===== src/rtl/shift_seq_pkg.sv =====
// Shared types and widths for the button-driven rotate sequencer.
package shift_seq_pkg;

    localparam int DATA_W = 16;

    typedef enum logic [1:0] {
        IDLE,
        LOAD,
        SHIFT,
        HOLD
    } state_t;

    typedef enum logic {
        DIR_R,
        DIR_L
    } dir_t;

endpackage


===== src/rtl/shift_sequencer_if.sv =====
// Link between the sequencer and the combinational rotator at board top.
interface shift_sequencer_if;
    import shift_seq_pkg::*;

    logic [DATA_W-1:0] sh_data;
    logic              sh_right;
    logic              sh_left;
    logic              sh_double;
    logic [DATA_W-1:0] sh_result;

    // Sequencer side: drives the operand and selects, captures the result.
    modport master (
        output sh_data, sh_right, sh_left, sh_double,
        input  sh_result
    );

    // Rotator side.
    modport slave (
        input  sh_data, sh_right, sh_left, sh_double,
        output sh_result
    );
endinterface


===== src/rtl/debouncer.sv =====
// Push-button debouncer: the level follows the raw input only after the
// input has disagreed with it for DEBOUNCE_CYCLES consecutive cycles.
module debouncer #(
    parameter int DEBOUNCE_CYCLES = 1_000_000
) (
    input  logic clk,
    input  logic rst,
    input  logic raw,
    output logic level,
    output logic rise
);
    localparam int CNT_W = $clog2(DEBOUNCE_CYCLES);
    localparam logic [CNT_W-1:0] CNT_LAST = CNT_W'(DEBOUNCE_CYCLES - 1);

    logic [CNT_W-1:0] cnt;
    logic             level_q;

    // Count consecutive disagreeing samples; any agreement restarts the count.
    // NOTE: state registers use non-blocking assignments so every flop samples
    // pre-edge values regardless of statement order.
    always_ff @(posedge clk or posedge rst) begin
        if (rst) begin
            level   <= 1'b0;
            level_q <= 1'b0;
            cnt     <= '0;
        end else begin
            level_q <= level;
            if (raw != level) begin
                if (cnt == CNT_LAST) begin
                    level <= raw;
                    cnt   <= '0;
                end else begin
                    cnt <= cnt + CNT_W'(1);
                end
            end else begin
                cnt <= '0;
            end
        end
    end

    // Single-cycle pulse in the first cycle the debounced level is high.
    assign rise = level & ~level_q;

endmodule


===== src/rtl/shift_sequencer.sv =====
// Debounces the board buttons, loads an operand from the switches and steps
// the external rotator one operation per press, auto-repeating while held.
module shift_sequencer
    import shift_seq_pkg::*;
#(
    parameter int DEBOUNCE_CYCLES = 1_000_000,
    parameter int REPEAT_CYCLES   = 50_000_000
) (
    input  logic               clk,
    input  logic               rst,
    input  logic [DATA_W-1:0]  sw,
    input  logic               btnr,
    input  logic               btnl,
    input  logic               btnc,
    input  logic               btnd,
    shift_sequencer_if.master  sh,
    output logic [DATA_W-1:0]  led,
    output logic [7:0]         shift_count,
    output logic               busy
);
    localparam int REP_W = $clog2(REPEAT_CYCLES);
    localparam logic [REP_W-1:0] REP_LAST = REP_W'(REPEAT_CYCLES - 1);

    logic r_level, r_rise;
    logic l_level, l_rise;
    logic c_level, unused_c_rise;   // btnc only scales the amount; its edge is not needed
    logic d_level, d_rise;

    debouncer #(.DEBOUNCE_CYCLES(DEBOUNCE_CYCLES)) u_db_r (
        .clk(clk), .rst(rst), .raw(btnr), .level(r_level), .rise(r_rise)
    );
    debouncer #(.DEBOUNCE_CYCLES(DEBOUNCE_CYCLES)) u_db_l (
        .clk(clk), .rst(rst), .raw(btnl), .level(l_level), .rise(l_rise)
    );
    debouncer #(.DEBOUNCE_CYCLES(DEBOUNCE_CYCLES)) u_db_c (
        .clk(clk), .rst(rst), .raw(btnc), .level(c_level), .rise(unused_c_rise)
    );
    debouncer #(.DEBOUNCE_CYCLES(DEBOUNCE_CYCLES)) u_db_d (
        .clk(clk), .rst(rst), .raw(btnd), .level(d_level), .rise(d_rise)
    );

    state_t           state;
    dir_t             dir;
    logic [REP_W-1:0] rep_cnt;
    logic             sel_r;
    logic             sel_l;
    logic             held;
    logic             unused_d_level;

    assign unused_d_level = d_level;
    assign held           = (dir == DIR_R) ? r_level : l_level;

    // Sequencer FSM with registered busy and direction selects.
    always_ff @(posedge clk or posedge rst) begin
        if (rst) begin
            state       <= IDLE;
            dir         <= DIR_R;
            rep_cnt     <= '0;
            led         <= '0;
            shift_count <= '0;
            sel_r       <= 1'b0;
            sel_l       <= 1'b0;
            busy        <= 1'b0;
        end else begin
            case (state)
                IDLE: begin
                    if (d_rise) begin
                        state <= LOAD;
                        busy  <= 1'b1;
                    end else if ((r_rise || l_rise) && !(r_level && l_level)) begin
                        // Both directions held at once is ambiguous, so it is ignored.
                        state <= SHIFT;
                        busy  <= 1'b1;
                        dir   <= r_rise ? DIR_R : DIR_L;
                        sel_r <= r_rise;
                        sel_l <= ~r_rise;
                    end
                end
                LOAD: begin
                    led   <= sw;
                    state <= IDLE;
                    busy  <= 1'b0;
                end
                SHIFT: begin
                    led         <= sh.sh_result;
                    shift_count <= shift_count + 8'd1;
                    rep_cnt     <= '0;
                    sel_r       <= 1'b0;
                    sel_l       <= 1'b0;
                    state       <= HOLD;
                end
                HOLD: begin
                    if (!held) begin
                        state <= IDLE;
                        busy  <= 1'b0;
                    end else if (rep_cnt == REP_LAST) begin
                        state <= SHIFT;
                        sel_r <= (dir == DIR_R);
                        sel_l <= (dir == DIR_L);
                    end else begin
                        rep_cnt <= rep_cnt + REP_W'(1);
                    end
                end
                default: begin
                    state <= IDLE;
                    busy  <= 1'b0;
                end
            endcase
        end
    end

    // The rotator always sees the operand register; by-2 follows btnc live in SHIFT.
    assign sh.sh_data   = led;
    assign sh.sh_right  = sel_r;
    assign sh.sh_left   = sel_l;
    assign sh.sh_double = (sel_r | sel_l) & c_level;

endmodule


===== src/flat_wrapper.sv =====
// flat-port wrapper written by rule: the top's interface ports become plain ports
module shift_sequencer_flat import shift_seq_pkg::*;
#(
    parameter int DEBOUNCE_CYCLES = 1_000_000,
    parameter int REPEAT_CYCLES   = 50_000_000
)
  (clk, rst, sw, btnr, btnl, btnc, btnd, led, shift_count, busy, sh_sh_data, sh_sh_right, sh_sh_left, sh_sh_double, sh_sh_result);
  shift_sequencer_if sh_i ();
  input  logic clk;
  input  logic rst;
  input  logic [DATA_W-1:0] sw;
  input  logic btnr;
  input  logic btnl;
  input  logic btnc;
  input  logic btnd;
  output logic [DATA_W-1:0] led;
  output logic [7:0] shift_count;
  output logic busy;
  output wire logic [$bits(sh_i.sh_data)-1:0] sh_sh_data;
  output wire logic [$bits(sh_i.sh_right)-1:0] sh_sh_right;
  output wire logic [$bits(sh_i.sh_left)-1:0] sh_sh_left;
  output wire logic [$bits(sh_i.sh_double)-1:0] sh_sh_double;
  input wire logic [$bits(sh_i.sh_result)-1:0] sh_sh_result;
  assign sh_sh_data = sh_i.sh_data;
  assign sh_sh_right = sh_i.sh_right;
  assign sh_sh_left = sh_i.sh_left;
  assign sh_sh_double = sh_i.sh_double;
  assign sh_i.sh_result = sh_sh_result;
  shift_sequencer #(.DEBOUNCE_CYCLES(DEBOUNCE_CYCLES), .REPEAT_CYCLES(REPEAT_CYCLES)) u_core (.clk(clk), .rst(rst), .sw(sw), .btnr(btnr), .btnl(btnl), .btnc(btnc), .btnd(btnd), .sh(sh_i), .led(led), .shift_count(shift_count), .busy(busy));
endmodule

===== config.mk =====
export PLATFORM = sky130hd
export DESIGN_NAME = shift_sequencer_flat
export DESIGN_NICKNAME = d
export VERILOG_FILES = /design/src/rtl/shift_seq_pkg.sv /design/src/rtl/shift_sequencer_if.sv /design/src/rtl/debouncer.sv /design/src/rtl/shift_sequencer.sv /design/src/flat_wrapper.sv
export SDC_FILE = /design/constraint.sdc
export NUM_CORES = 1
export LEC_CHECK = 0
export CORE_ASPECT_RATIO = 1.25
export CORE_MARGIN = 5
export CORE_UTILIZATION = 50
export CTS_CLUSTER_DIAMETER = 200
export DETAILED_ROUTE_END_ITERATION = 16
export PLACE_DENSITY = 0.8
export REMOVE_ABC_BUFFERS = 1
export SLEW_MARGIN = 5
export SYNTH_ARGS = -nofsm -noshare
export SYNTH_HDL_FRONTEND = slang
export SYNTH_HIERARCHICAL = 1
export SYNTH_SLANG_ARGS = --single-unit
export TNS_END_PERCENT = 100

===== constraint.sdc =====
create_clock -name clk -period 2.5 [get_ports clk]
set_input_delay 0.5 -clock clk [delete_from_list [all_inputs] [get_ports clk]]
set_output_delay 0.5 -clock clk [all_outputs]
set_load 0.01 [all_outputs]

Yosys cells after proc, flatten, opt, wreduce, memory -nomap -nowiden
Cells that the tools add are included.
{"block": "word_totals", "regBits": 143, "latchBits": 0, "mem_bits_rw": 0, "mem_bits_ro": 0, "inputBits": 38, "output_inout_bits": 44, "wordCells": 107, "memories": 0}
{"block": "classes", "addsub": 6, "multipliers": 0, "div": 0, "magnitude_cmp": 0, "n_eq_ne": 20, "shifts": 0, "mux": 33, "bitwise": 11, "reduce_logical": 18}
{"cell": "2-to-1 mux 20 bit", "n": 8}
{"cell": "adder 20 x 1 -> 20 bit, second input constant", "n": 4}
{"cell": "== test 20 bit, second input constant", "n": 4}
{"cell": "2-to-1 mux 26 bit", "n": 2}
{"cell": "case mux 26 bit (2 select lines)", "n": 1}
{"cell": "case mux 16 bit (2 select lines)", "n": 1}
{"cell": "adder 26 x 1 -> 26 bit, second input constant", "n": 1}
{"cell": "== test 26 bit, second input constant", "n": 1}
{"cell": "2-to-1 mux 1 bit", "n": 13}
{"cell": "AND reduction 2 bit", "n": 5}
{"cell": "case mux 1 bit (3 select lines)", "n": 3}
{"cell": "AND reduction 3 bit", "n": 3}
{"cell": "adder 8 x 1 -> 8 bit, second input constant", "n": 1}
{"cell": "2-to-1 mux 2 bit", "n": 4}
{"cell": "case mux 2 bit (4 select lines)", "n": 1}
{"cell": "!= test 2 x 1 -> 1 bit, second input constant", "n": 3}
{"cell": "!= test 2 bit, second input constant", "n": 3}
{"cell": "inverter 1 bit", "n": 6}
{"cell": "nonzero test 3 bit", "n": 2}
{"cell": "AND reduction 5 bit", "n": 1}
{"cell": "bitwise AND 1 bit", "n": 4}
{"cell": "== test 2 bit, second input constant", "n": 2}
{"cell": "!= test 1 bit", "n": 4}
{"cell": "nonzero test 2 bit", "n": 2}
{"cell": "8 further kinds", "n": 9}

Logic depth before layout (Yosys ltp)
{"block": "depth", "depth_word": 7, "ltp_mapped": 8}

Modules after synthesis
Netlist, hierarchy kept.
{"module": "debouncer", "instances": 4, "cells_each": 111, "area_each_um2": 1093.5}
{"module": "shift_sequencer", "instances": 1, "cells_each": 329, "area_each_um2": 3116.7}

Worst setup path before layout
Ideal clock, no wire load.
{"block": "synth_timing", "path_type": "flip-flop to flip-flop", "startpoint": "register u_core.rep_cnt[7]", "endpoint": "register u_core.rep_cnt[20]", "setup_time_ns": 0.078, "t_arrival_ns": 1.957, "slack_ns": 0.466, "stages_incl_launch_ff": 7, "period_less_slack_ns": 2.034, "path_cell_list": "dfrtp_1 -> or4b_1 -> or4_4 -> o21a_1 -> buf_6 -> a31o_1 -> a21oi_1"}
{"block": "synth_via", "elab_chain_len": 4, "elab_cells_between_ends": 7}
{"element": "start, declared", "line": "shift_sequencer.sv:44", "text": "logic [REP_W-1:0] rep_cnt;"}
{"element": "start signal, assigned", "line": "shift_sequencer.sv:101", "text": "rep_cnt <= rep_cnt + REP_W'(1);"}
{"element": "adder 26 x 1 -> 26 bit", "line": "shift_sequencer.sv:101"}
{"element": "2-to-1 mux 26 bit", "line": "shift_sequencer.sv:96", "text": "end else if (rep_cnt == REP_LAST) begin"}
{"element": "2-to-1 mux 26 bit", "line": "shift_sequencer.sv:93", "text": "if (!held) begin"}
{"element": "case mux 26 bit (2 select lines)", "line": "shift_sequencer.sv:65", "text": "case (state)"}
Several ways; a longest one is shown, not always the timed one. The select of a mux whose other input is x is not followed.
A chain may end at the register's enable or synchronous reset.

Worst setup path after layout
{"block": "layout_timing", "startpoint": "register u_core.rep_cnt[7]", "endpoint": "register u_core.rep_cnt[5]"}
{"block": "layout_via", "elab_chain_len": 3}
{"element": "== test 26 bit", "line": "shift_sequencer.sv:96"}
{"element": "!= test 2 bit (no source line)"}
{"element": "AND reduction 3 bit (no source line)"}
No other way between the ends.

==> run metrics <==
Via-to-Cell Ratio 5.71; final slew viol count 0; met3 WL 637 µm; final setup vio count 0; class of the worst hold path primary input to asynchronous set/reset pin; vias in the first global route 5974; Overflow after GRT 0; setup TNS 0 ps; # hold bufs at CTS 0; leakage 3.67 nW; Max-slew headroom 0.627; 1st-iter DRT viols 462; Worst-Skew Late Latency 420 ps; Post-CTS Setup Inserts 0; Crit. End Element flip-flop; register area 3580 µm²; DRT Pass-1 Iters 5; Final Skew 7.07 ps; Worst-Margin Slew 555 ps; CP Class flip-flop to flip-flop; Data arrival, critical path 2660 ps; number of antenna diodes 0; Worst EP required 2820 ps; final std cells w/o fill 1045; status complete, no violations; DP Cell Count 1013; post-route minimum period 2340 ps; Worst-path clk slew 60 ps; Avg Synthesized Cell Area 9.68 µm²; met2 wire length 8.39 mm; WL/cell 15.5 µm; Final Hold Viols 0; CTS sink count 143; footprint of the multi-input gates 3460 µm²; die area 17500 µm²; most frequent cells in the layout 143 x dfrtp_1, 126 x nor2_1, 81 x clkdlybuf4s50_1, 65 x xnor2_1, 44 x inv_1; antenna violations before repair 0; CTS max path bufs 2; most common cell after layout, fill and taps aside dfrtp_1; first-pass GRT wire length 27.9 mm; Total Wirelength 16.2 mm; Fin Hold WS 432 ps; PostCTS Resize Cnt 0; I/O Buffers 81; core area 14800 µm²; die extent in y 147 µm; # DRC 0; CTS tree built; ratio of cells with drive above 1 in the final layout 0.0997; area grow syn2layout 21.4%; GRT Util Overall 0.194; dpl hpwl 11.0 mm; crit-path max FO 13; fillers 1209; num rows 50; CTS buffer count 17; critical path launch point type flip-flop; Die Wd 119 µm; total number of vias 5969; Initial Util 0.503; Worst Setup Slack post-DPL 216 ps; nets@finish 898; Post-Syn Area 7460 µm²; largest net degree at the start of global routing 55; Yosys warning total 6; routability cong. 0.847; MaxCap Viol Count 0; Highest Signal Layer met4; final worst slack 159 ps; Worst IR Drop VDD 440 µV; Clk Tree Root Cell clkbuf_16; Met1 Wirelength 6.75 mm; Post-Syn Instances 771; H-tree Lvls 4; Antenna Nets Post-Route 0; power density of the placed cells 588 nW/µm²; fin crit share 0.936; fmax 427 MHz; I/O Pins 82; RSZ-0062 raised after global routing false
## final cells by class
cell class,instances,share of cell area
Clock buffer,22,0.0524
Clock inverter,10,0.0200
Inverter,45,0.0186
Multi-Input combinational cell,543,0.382
Sequential cell,143,0.395
Tap cell,182,0.0251
Timing Repair Buffer,100,0.107
## through the flow
step           total power [W]   util  cell area [µm²]
2_1_floorplan          0.00247      -             7210
3_3_place_gp           0.00257  0.567             8400
3_5_place_dp           0.00257  0.567             8400
4_1_cts                0.00538  0.611             9060
5_1_grt                0.00552  0.611             9060
6_report               0.00533  0.611             9060
## path summary, 6_finish.rpt
check,from,end,slack (ps),depth (start not counted)
setup reg to reg,u_core/rep_cnt[7]$_DFFE_PP0P_,u_core/rep_cnt[5]$_DFFE_PP0P_,160,5
hold reg to reg,u_core/u_db_d/level$_DFFE_PP0P_,u_core/u_db_d/level_q$_DFF_PP0_,450,0
max in group asynchronous,rst,u_core/u_db_l/cnt[15]$_DFF_PP0_,1410,3
min in group clk,u_core/u_db_d/level$_DFFE_PP0P_,u_core/u_db_d/level_q$_DFF_PP0_,450,0
hold / removal,rst,u_core/u_db_r/level_q$_DFF_PP0_,430,2
setup / recovery,u_core/rep_cnt[7]$_DFFE_PP0P_,u_core/rep_cnt[5]$_DFFE_PP0P_,160,5
## critical path: stages (launching register included)
cell	delay (ps)
dfrtp_1	440
or4b_1	600
or4_4	450
o21ai_2	430
o311ai_0	210
o41ai_1	100
## report_power, final
group | total (W) | switching [W] | internal (W)
registers | 0.00235 | 0.0000154 | 0.00233
logic | 0.000180 | 0.0000975 | 0.0000821
clock network | 0.00280 | 0.000956 | 0.00185
## flip-flops by register name (all words and copies together), names as in the netlist, 2 cells and up
name,flops
u_core/u_db_r/cnt,20
u_core/u_db_l/cnt,20
u_core/rep_cnt,26
u_core/state,2
u_core/u_db_d/cnt,20
u_core/u_db_c/cnt,20
u_core/shift_count,8
u_core/led,16
## metal layers
metal	global-route usage	up-vias
met1	0.235	2936
met3	0.0426	32
met5	0	-
met2	0.330	149
met4	0.0823	0
li1	-	2852
No activity file was read; power rests on OpenSTA's default activity.
==> patch (same settings) <==
`DEBOUNCE_CYCLES` is set to 1_000_000 in 3 places; all go to 250_000.
--- a/src/rtl/debouncer.sv
+++ b/src/rtl/debouncer.sv
@@ -3,3 +3,3 @@
 module debouncer #(
-    parameter int DEBOUNCE_CYCLES = 1_000_000
+    parameter int DEBOUNCE_CYCLES = 250_000
 ) (
--- a/src/rtl/shift_sequencer.sv
+++ b/src/rtl/shift_sequencer.sv
@@ -5,3 +5,3 @@
 #(
-    parameter int DEBOUNCE_CYCLES = 1_000_000,
+    parameter int DEBOUNCE_CYCLES = 250_000,
     parameter int REPEAT_CYCLES   = 50_000_000
--- a/src/flat_wrapper.sv
+++ b/src/flat_wrapper.sv
@@ -3,3 +3,3 @@
 #(
-    parameter int DEBOUNCE_CYCLES = 1_000_000,
+    parameter int DEBOUNCE_CYCLES = 250_000,
     parameter int REPEAT_CYCLES   = 50_000_000
Formal check against the unedited RTL: no difference found for any inputs over 10 cycles, from zero or initial values and one cycle with rst high; that may be too few to reach the edited logic, so the function may still have changed.
==> patch against the unedited design <==
- worst hold slack barely moved
- final area fell by 4.5%
- routed wire length fell by 7.4%
- worst setup slack improved by 0.072 ns
- area after synthesis fell by 3.5%
- cell count fell by 4.9%
- global-route usage fell by 1.1 points
- non-clock buffer count did not move
- sequential cell count fell by 8
- critical endpoint unchanged
Power is not compared: it rests on default switching activity, and its combinational part moved more than twofold at a synthesized area within 25%.
==> patch: results (changes against the unedited design) <==
Status:
- The run finished with clean final reports.

Route:
- The wire length on met1 is 6440 um (-4.6%).
- The top routing layer in use is met4.
- The amount of wire on met2 after detailed routing is 7650 um (-8.8%).
- The initial detailed-routing violation count is 399 (-14%).
- The final routed wirelength across all metal layers came to 15,000 um (-7.4%).
- The average via count per standard cell was 5.65 (-1.1%).
- The met3 wire length is 624 um (-2.0%).
- The first-pass iteration count of the detailed router is 5 (unchanged).

Layout:
- The final cell count without fillers is 994 (-4.9%).
- The count of fill cells added during filler insertion is 1,186 (-1.9%).
- The flip-flop count of the largest register after layout is 26 (unchanged).
- The number of antenna repair diodes is 0 (unchanged).
- The proportion of layout cells with a drive suffix above 1 came to 9.93% (-0.039 points).
- The count of nets after finishing came to 851 (-5.2%).

Global routing:
- The first-pass GRT wire length is 25,700 um (-7.9%).
- The combined global-route utilization of all metal layers is 18.3% (-1.1 points).
- The pin count of the biggest net entering global routing is 34 (-38%).
- The initial antenna violation count is 0 (unchanged).
- The via count of the first global-routing pass is 5,547 (-7.1%).

Worst setup path:
- The peak fanout along the critical path is 13 (unchanged).
- The biggest cell delay along the critical path is 0.59 ns.
- The worst setup slack for register-to-register paths is 0.23 ns (+0.07 ns).
- The cell depth of the worst flop-to-flop path is 5 (unchanged).
- The worst register-to-register path begins at u_core/rep_cnt[7].
- The endpoint arrival time on the critical path is 2.57 ns (-0.09 ns).
- The critical register-to-register path endpoint is u_core/rep_cnt[5].

Synth:
- The yosys synthesis warning count is 6 (unchanged).
- The number of instances in the synthesized netlist is 738 (-4.3%).

CTS:
- The number of gates resized after cts is 0 (unchanged).
- The maximum clock path buffer count is 2 (unchanged).
- The TritonCTS buffer count was 17 (unchanged).
- The clock edge transition at the registers on the reported setup and hold paths is 0.06 ns (about the same).

Place:
- The half-perimeter wire length of the detailed placement result came to 10,500 um (-4.6%).
- The post-placement cell count came to 962 (-5.0%).
- The global placement routability congestion came to 0.863 (+1.9%).

Min path:
- The kind of path behind the tightest hold check is flop to flop.
- For hold timing, the worst endpoint is u_core/u_db_d/level_q.
- The worst hold path was traced through 0 stages.

Pwr:
- The maximum vdd drop is 0.675 mV.
- The static leakage power is 3.57 nW.

STA:
- The normalized max-slew margin came to 52.1% (-11 points).
- The clock skew is 0.00612 ns (-0.000958 ns).
- The worst hold slack across all endpoints came to 0.432 ns (+0.000431 ns).
patch: area by class of cell:
class / count / share of cell area, %
inverter: 21 / 0.911
tap: 178 / 2.57
timing repair buffer: 100 / 11.0
sequential: 135 / 39.1
clock inverter: 11 / 1.97
multi-input combinational: 528 / 39.0
clock buffer: 21 / 5.44
patch: power breakdown:
group / leakage (nW) / switching (mW) / internal [mW]
Clock: 0.306 / 0.922 / 1.75
Sequential: 1.79 / 0.254 / 2.47
Combinational: 1.47 / 1.10 / 1.10
Total: 3.57 / 2.28 / 5.32
patch: routing by layer:
layer	track usage, %	vias to the layer above
li1	-	2754
met1	22.4	2703
met2	31.2	135
met3	4.58	23
met4	7.09	0
met5	0	-
patch: worst max-delay path by stage:
stage                                  from                  to  slack, ns
after CTS                 u_core/rep_cnt[7]   u_core/rep_cnt[5]       0.11
after detailed placement  u_core/rep_cnt[7]   u_core/rep_cnt[5]       0.16
final                     u_core/rep_cnt[7]   u_core/rep_cnt[5]       0.23
after floorplan             u_core/state[0]  u_core/rep_cnt[14]       0.05
after global routing      u_core/rep_cnt[7]   u_core/rep_cnt[5]       0.13
after global placement    u_core/rep_cnt[7]   u_core/rep_cnt[5]       0.26
patch: per-stage QoR:
step / utilization (%) / cell area, sq um / setup WS (ns)
after floorplan: - / 6830 / 0.0513
after global placement: 56.0 / 8000 / 0.257
final: 60.6 / 8650 / 0.231
after detailed placement: 56.0 / 8000 / 0.155
after global routing: 60.6 / 8650 / 0.129
after CTS: 60.5 / 8640 / 0.107
patch: worst reg2reg max path: stages, from the launching register on:
cell and delay, ns:
dfrtp_1 0.45, or4b_1 0.59, or4_4 0.46, o21ai_4 0.32, o311ai_0 0.21, o41ai_1 0.12
